==> src/rtl/pong_pkg.sv <==
`default_nettype none
// ============================================================================
// Module      : pong_pkg
// Description : Shared PONG constants (screen/paddle geometry, derived paddle
//               limits) and the encodings used by the paddle controller.
// Contents    : PONG_SCREEN_H, PONG_PADDLE_LEN, PONG_Y_MAX, PONG_Y_START,
//               state_t (controller FSM), dir_t (per-player direction).
// Revision    : 1.0 - initial release
// ============================================================================
package pong_pkg;

   localparam int PONG_SCREEN_H   = 600;
   localparam int PONG_PADDLE_LEN = 80;

   // Largest legal top-edge row keeps the whole paddle on screen.
   localparam int PONG_Y_MAX   = PONG_SCREEN_H - PONG_PADDLE_LEN;
   localparam int PONG_Y_START = PONG_Y_MAX / 2;

   typedef enum logic [1:0] {
      S_CENTER = 2'd0,
      S_IDLE   = 2'd1,
      S_UPD_L  = 2'd2,
      S_UPD_R  = 2'd3
   } state_t;

   typedef enum logic [1:0] {
      DIR_NONE = 2'd0,
      DIR_UP   = 2'd1,
      DIR_DN   = 2'd2
   } dir_t;

endpackage
`default_nettype wire

==> src/rtl/paddle_step.sv <==
`default_nettype none
// ============================================================================
// Module      : paddle_step
// Description : One player's motion state (hold counter, last moving
//               direction) and the combinational next clamped position.
// Ports       : pclk   - clock
//               rst    - synchronous reset, active-low
//               clr    - clear the hold counter (recenter)
//               en     - commit this frame's step
//               up/dn  - snapshotted buttons for this frame
//               y_cur  - current top-edge row
//               y_next - next top-edge row (valid while up/dn/y_cur stable)
// Revision    : 1.0 - initial release
// ============================================================================
module paddle_step
   import pong_pkg::*;
#(
   parameter int Y_MAX        = PONG_Y_MAX,
   parameter int SPEED_MIN    = 2,
   parameter int SPEED_MAX    = 8,
   parameter int ACCEL_FRAMES = 8
) (
   input  logic        pclk,
   input  logic        rst,
   input  logic        clr,
   input  logic        en,
   input  logic        up,
   input  logic        dn,
   input  logic [11:0] y_cur,
   output logic [11:0] y_next
);

   localparam int HOLD_MAX = ACCEL_FRAMES * (SPEED_MAX - SPEED_MIN);
   localparam int HOLD_W   = (HOLD_MAX < 1) ? 1 : $clog2(HOLD_MAX + 1);
   localparam logic [HOLD_W-1:0] HOLD_SAT = HOLD_W'(HOLD_MAX);

   dir_t               dir;
   dir_t               last_dir;
   logic [HOLD_W-1:0]  hold_cnt;
   logic [HOLD_W-1:0]  hold_nxt;
   logic signed [12:0] speed;
   logic signed [12:0] y_s;
   logic signed [12:0] y_sum;

   always_comb begin
      dir = DIR_NONE;
      if (up && !dn)
         dir = DIR_UP;
      else if (dn && !up)
         dir = DIR_DN;

      // Only an uninterrupted hold in the same direction keeps accelerating.
      hold_nxt = '0;
      if (dir != DIR_NONE && dir == last_dir)
         hold_nxt = (hold_cnt == HOLD_SAT) ? hold_cnt : hold_cnt + HOLD_W'(1);

      // Speed uses this frame's updated hold count.
      speed = 13'(SPEED_MIN) + 13'(hold_nxt) / 13'(ACCEL_FRAMES);
      if (speed > 13'(SPEED_MAX))
         speed = 13'(SPEED_MAX);

      // Signed 13-bit math so an upward step below row 0 is caught, not wrapped.
      y_s   = $signed({1'b0, y_cur});
      y_sum = y_s;
      case (dir)
         DIR_UP: begin
            y_sum = y_s - speed;
            if (y_sum < 0)
               y_sum = '0;
         end
         DIR_DN: begin
            y_sum = y_s + speed;
            if (y_sum > 13'(Y_MAX))
               y_sum = 13'(Y_MAX);
         end
         default: ;
      endcase
      y_next = y_sum[11:0];
   end

   always_ff @(posedge pclk) begin
      if (!rst) begin
         hold_cnt <= '0;
         last_dir <= DIR_NONE;
      end else if (clr) begin
         hold_cnt <= '0;
      end else if (en) begin
         hold_cnt <= hold_nxt;
         // Remember only directions that actually moved the paddle.
         if (dir != DIR_NONE)
            last_dir <= dir;
      end
   end

endmodule
`default_nettype wire

==> src/rtl/paddle_ctl.sv <==
`default_nettype none
// ============================================================================
// Module      : paddle_ctl
// Description : Per-frame position controller for both PONG paddles. Buttons
//               are synchronized, snapshotted on the vsync rising edge and
//               applied to the left then the right paddle.
// Ports       : pclk      - pixel clock
//               rst       - synchronous reset, active-low
//               vsync_in  - vsync, pclk domain
//               btn_up_l/btn_dn_l, btn_up_r/btn_dn_r - async buttons
//               game_en   - 0 freezes paddles
//               recenter  - pulse, return both paddles to Y_START
//               y_pos     - left paddle top row
//               y_pos_sec - right paddle top row
//               upd_done  - one-cycle pulse after both paddles update
// Revision    : 1.0 - initial release
// ============================================================================
module paddle_ctl
   import pong_pkg::*;
#(
   parameter int Y_MAX        = PONG_Y_MAX,
   parameter int Y_START      = PONG_Y_START,
   parameter int SPEED_MIN    = 2,
   parameter int SPEED_MAX    = 8,
   parameter int ACCEL_FRAMES = 8
) (
   input  logic        pclk,
   input  logic        rst,
   input  logic        vsync_in,
   input  logic        btn_up_l,
   input  logic        btn_dn_l,
   input  logic        btn_up_r,
   input  logic        btn_dn_r,
   input  logic        game_en,
   input  logic        recenter,
   output logic [11:0] y_pos,
   output logic [11:0] y_pos_sec,
   output logic        upd_done
);

   localparam logic [11:0] Y_START_V = 12'(Y_START);

   // Bit order everywhere: {up_l, dn_l, up_r, dn_r}
   logic [3:0]  btn_meta;
   logic [3:0]  btn_sync;
   logic [3:0]  snap;
   logic        vs_r;
   logic        vs_prev;
   logic        tick;
   logic        rc_pend;
   state_t      state;
   logic [11:0] y_next_l;
   logic [11:0] y_next_r;
   logic        center_cyc;
   logic        en_l;
   logic        en_r;

   always_ff @(posedge pclk) begin
      if (!rst) begin
         btn_meta <= '0;
         btn_sync <= '0;
         vs_r     <= 1'b0;
         vs_prev  <= 1'b0;
      end else begin
         btn_meta <= {btn_up_l, btn_dn_l, btn_up_r, btn_dn_r};
         btn_sync <= btn_meta;
         vs_r     <= vsync_in;
         vs_prev  <= vs_r;
      end
   end

   assign tick       = vs_r & ~vs_prev;
   assign center_cyc = (state == S_CENTER);
   assign en_l       = (state == S_UPD_L);
   assign en_r       = (state == S_UPD_R);

   always_ff @(posedge pclk) begin
      if (!rst) begin
         state     <= S_CENTER;
         snap      <= '0;
         rc_pend   <= 1'b0;
         y_pos     <= Y_START_V;
         y_pos_sec <= Y_START_V;
         upd_done  <= 1'b0;
      end else begin
         upd_done <= 1'b0;
         case (state)
            S_CENTER: begin
               y_pos     <= Y_START_V;
               y_pos_sec <= Y_START_V;
               rc_pend   <= 1'b0;
               state     <= S_IDLE;
            end
            S_IDLE: begin
               // Recenter wins over a coincident tick; that frame is skipped.
               if (recenter || rc_pend) begin
                  state <= S_CENTER;
               end else if (tick && game_en) begin
                  snap  <= btn_sync;
                  state <= S_UPD_L;
               end
            end
            S_UPD_L: begin
               y_pos   <= y_next_l;
               rc_pend <= rc_pend | recenter;
               state   <= S_UPD_R;
            end
            S_UPD_R: begin
               y_pos_sec <= y_next_r;
               upd_done  <= 1'b1;
               rc_pend   <= rc_pend | recenter;
               state     <= (recenter || rc_pend) ? S_CENTER : S_IDLE;
            end
            default: state <= S_CENTER;
         endcase
      end
   end

   paddle_step #(
      .Y_MAX       (Y_MAX),
      .SPEED_MIN   (SPEED_MIN),
      .SPEED_MAX   (SPEED_MAX),
      .ACCEL_FRAMES(ACCEL_FRAMES)
   ) u_step_l (
      .pclk  (pclk),
      .rst   (rst),
      .clr   (center_cyc),
      .en    (en_l),
      .up    (snap[3]),
      .dn    (snap[2]),
      .y_cur (y_pos),
      .y_next(y_next_l)
   );

   paddle_step #(
      .Y_MAX       (Y_MAX),
      .SPEED_MIN   (SPEED_MIN),
      .SPEED_MAX   (SPEED_MAX),
      .ACCEL_FRAMES(ACCEL_FRAMES)
   ) u_step_r (
      .pclk  (pclk),
      .rst   (rst),
      .clr   (center_cyc),
      .en    (en_r),
      .up    (snap[1]),
      .dn    (snap[0]),
      .y_cur (y_pos_sec),
      .y_next(y_next_r)
   );

endmodule
`default_nettype wire

==> config.mk <==
export PLATFORM = sky130hd
export DESIGN_NAME = paddle_ctl
export DESIGN_NICKNAME = d
export VERILOG_FILES = /design/src/rtl/pong_pkg.sv /design/src/rtl/paddle_step.sv /design/src/rtl/paddle_ctl.sv
export SDC_FILE = /design/constraint.sdc
export NUM_CORES = 1
export LEC_CHECK = 0
export BUFFER_PORTS_ARGS = -buffer_cell sky130_fd_sc_hd__buf_2
export CORE_MARGIN = 2
export CORE_UTILIZATION = 45
export CTS_CLUSTER_DIAMETER = 150
export DETAILED_ROUTE_END_ITERATION = 7
export HOLD_SLACK_MARGIN = 0.08
export PLACE_DENSITY = 0.75
export SLEW_MARGIN = 20
export SYNTH_ARGS = -nofsm -noshare
export SYNTH_HDL_FRONTEND = slang
export SYNTH_SLANG_ARGS = --single-unit
==> constraint.sdc <==
create_clock -name pclk -period 3.6 [get_ports pclk]
set_input_delay 0 -clock pclk [delete_from_list [all_inputs] [get_ports pclk]]
set_output_delay 0 -clock pclk [all_outputs]
set_load 0.1 [all_outputs]
==> results.json <==
{
  "cp_max_fo": 5,
  "netlist.top_cell.by_area": "dfxtp_1",
  "dp_hpwl_mm": 8.51,
  "ys_types": 72,
  "clk_path_buf_depth": 2,
  "required_ns": 3.86,
  "clk_pin_slew_ns": 0.07,
  "ys.flop_type": "dfxtp_1",
  "tns_ns": -2.46,
  "n_antenna_cell": 0,
  "vdd_drop_max_mv": 0.219,
  "ys_ff_latch": 58,
  "cts.htree.levels": 3,
  "hold_path_class": "in2reg",
  "crit_path_start_kind": "flop",
  "synthAdderAreaFrac": 0.117,
  "drt_iter0_markers": 193,
  "p_per_area_nw_per_um2": 227,
  "drv_slew": 0,
  "core_um2": 9640,
  "area_growth_pct": 37.7,
  "floorplan.initialDensity": 0.459,
  "clkLatencyLatePin_ns": 0.35,
  "placedInstanceArea_um2": 5140,
  "fin_ws_ns": -0.209,
  "drive_above_1_share": 0.353,
  "startpoint": "snap[2]",
  "pin_count": 34,
  "cp.arrival_ns": 4.06,
  "violations": "setup timing",
  "cts-buffers-inserted": 9,
  "seq_area_frac_synth": 0.263,
  "fin_area_um2": 6090,
  "synth_most_common_cell": "dfxtp_1",
  "die_h_um": 103,
  "root_buffer": "clkbuf_8",
  "grt_pass1_vias": 4268,
  "grt_max_degree": 34,
  "synthesis.nets": 608,
  "synth_top_area_frac": 0.263,
  "status": "finished with violations",
  "yosys_warnings": 0,
  "final_hold_viol_count": 0,
  "wire_per_inst_um": 16.6,
  "async_flop_share": 0,
  "grt_antenna_before_repair": 0,
  "hold_path_depth": 3,
  "drc": 0,
  "rows": 36,
  "max_freq_ghz": 0.263,
  "grt_pass1_wl_mm": 19.9,
  "fin_crit_ns": 3.81,
  "viasPerCell": 5.68,
  "synth_top_family_by_area": "simple AND/OR/NAND/NOR gates",
  "worst_slew_pin_slew_ns": 0.723,
  "gp_congestion": 0.965,
  "wirelength_mm": 13.4,
  "synth.mux.area_fraction": 0.0342,
  "netlist_area_um2": 4420,
  "die_width_um": 103,
  "relSlewSlack": 0.514,
  "r2r_slack_ns": -0.21,
  "overflow": 0,
  "synthTopCellsByCount": "dfxtp_1, nor2_1, inv_1",
  "critical_path_class": "reg2reg",
  "synthCells": 560,
  "worstHoldStart": "rst",
  "clkSinkCount": 58,
  "cts_tree": "done",
  "critPathCaptureType": "flop",
  "port_buffers": 33,
  "fin_crit_sh": 1.06,
  "stdcell_count": 808,
  "drtAntennaViolNets": 0,
  "dpl_worst_slack_ns": -0.466,
  "grt_setup_unrepaired": "true",
  "synth_edf_count": 0,
  "fin_nets": 718,
  "synthTopCellsByArea": "dfxtp_1, ha_1, nor2_1",
  "cap_violations": 0,
  "track_usage": 0.236,
  "power_leakage_nw": 2.37,
  "finalClockSkew_ns": 0.0112,
  "first_pass_iters": 5,
  "synthSimpleGateAreaFrac": 0.255,
  "whs_ns": 0.0976,
  "synth-compound-area-share": 0.228,
  "setup_viol": 20,
  "vias": 4592,
  "dieArea_um2": 10600,
  "worstReg2RegStart": "snap[2]",
  "placedCellCount": 752,
  "rr_endpoint": "y_pos[7]",
  "synth_xor_area_frac": 0.0436,
  "syn_avg_cell_area_um2": 7.90,
  "utilization": 0.632,
  "n_fill_cell": 784,
  "total_power_mw": 1.39,
  "rr_worst_depth": 17
}
## worst max-delay path, stage by stage, from the launching register on
cell and delay (ns):
dfxtp_2 0.35, inv_2 0.05, ha_4 0.15, xor2_1 0.13
or3_4 0.42, nor2_4 0.18, ha_4 0.17, or2_4 0.15
inv_4 0.05, ha_4 0.17, o311a_4 0.36, buf_6 0.12
or2_4 0.22, o221ai_2 0.22, o211ai_1 0.23, a21oi_4 0.33
nand2_4 0.11, o311ai_2 0.27
## state kept, by name (all words and copies together) (netlist names), named ones only
signal	count
y_pos	12
y_pos_sec	12
u_step_l.hold_cnt	6
u_step_r.hold_cnt	6
btn_meta	4
btn_sync	4
snap	4
u_step_l.last_dir	2
u_step_r.last_dir	2
rc_pend	1
state	1
upd_done	1
vs_prev	1
vs_r	1
## what timing repair did
action                                  CTS  global route
resized for setup                        50            43
pin swaps                                46            46
endpoints found under the setup margin   22            23
buffers inserted                         26            10
hold endpoints to repair                  6             0
hold buffers                              6             0
## per-layer routing
layer	vias up	part of all wire	GRT usage
li1	2216	-	-
met1	2172	0.42	0.301
met2	172	0.50	0.391
met3	32	0.062	0.0569
met4	0	0.020	0.0779
met5	-	0	0
## where the power goes
| part | leakage (nW) | switching (mW) | total (mW) | internal, mW |
|---|---|---|---|---|
| registers | 0.473 | 0.00717 | 0.657 | 0.650 |
| logic | 1.80 | 0.0590 | 0.0942 | 0.0351 |
| clock network | 0.0986 | 0.278 | 0.634 | 0.356 |
| total | 2.37 | 0.344 | 1.39 | 1.04 |
## worst max path at each step
| stage | endpoint | slack, ns | cells after the start |
|---|---|---|---|
| global route | y_pos[7] | -0.34 | 17 |
| finish | y_pos[7] | -0.21 | 17 |
| CTS | y_pos_sec[2] | -0.18 | 16 |
| global placement | y_pos_sec[7] | -0.34 | 17 |
| detailed placement | y_pos_sec[5] | -0.47 | 17 |
| floorplan | y_pos[8] | -0.02 | 18 |
## cells in the final DEF, fill, tap and decap left out, drive strengths merged, types with 3 or more instances in the layout
| cell | synthesis | final |
|---|---|---|
| nor3 | 13 | 13 |
| mux2i | 14 | 14 |
| nor2b | 17 | 17 |
| or3 | 9 | 9 |
| o22ai | 7 | 7 |
| nand2 | 34 | 34 |
| and2 | 18 | 18 |
| nor4 | 3 | 3 |
| nand3 | 20 | 20 |
| and3 | 6 | 6 |
| nor2 | 57 | 57 |
| dfxtp | 58 | 58 |
| or4 | 4 | 4 |
| clkbuf | 19 | 12 |
| ha | 35 | 35 |
| dlygate4sd3 | 0 | 6 |
| a41oi | 3 | 3 |
| or2 | 7 | 7 |
| nand3b | 3 | 3 |
| o21ai | 27 | 27 |
| a21oi | 31 | 31 |
| a32oi | 3 | 3 |
| nor3b | 5 | 5 |
| nand4 | 4 | 4 |
| nand2b | 10 | 10 |
| fa | 4 | 4 |
| xor2 | 11 | 11 |
| a21o | 6 | 6 |
| inv | 37 | 37 |
| o31ai | 8 | 8 |
| xnor2 | 11 | 11 |
| o211ai | 12 | 12 |
| buf | 10 | 122 |
| o21a | 6 | 6 |
| o2111ai | 5 | 5 |
| a31oi | 10 | 10 |
| a211oi | 4 | 4 |
## area by class of cell
type	instances	area [um2]	share of cell area
timing repair buffer	128	920	0.151
clock inverter	4	50.0	0.00822
clock buffer	12	155	0.0255
tap	133	166	0.0273
inverter	37	141	0.0232
sequential	58	1170	0.192
multi-input combinational	436	3490	0.573
## cell families after synthesis
logic type               after synthesis
AO/OA/AOI/OAI                        143
XOR/XNOR                              22
AND/OR/NAND/NOR                      217
multiplexers                          15
buffers and inverters                 66
flip-flops                            58
adder cells (fa/ha/maj)               39
No activity file was read; power rests on OpenSTA's default activity.
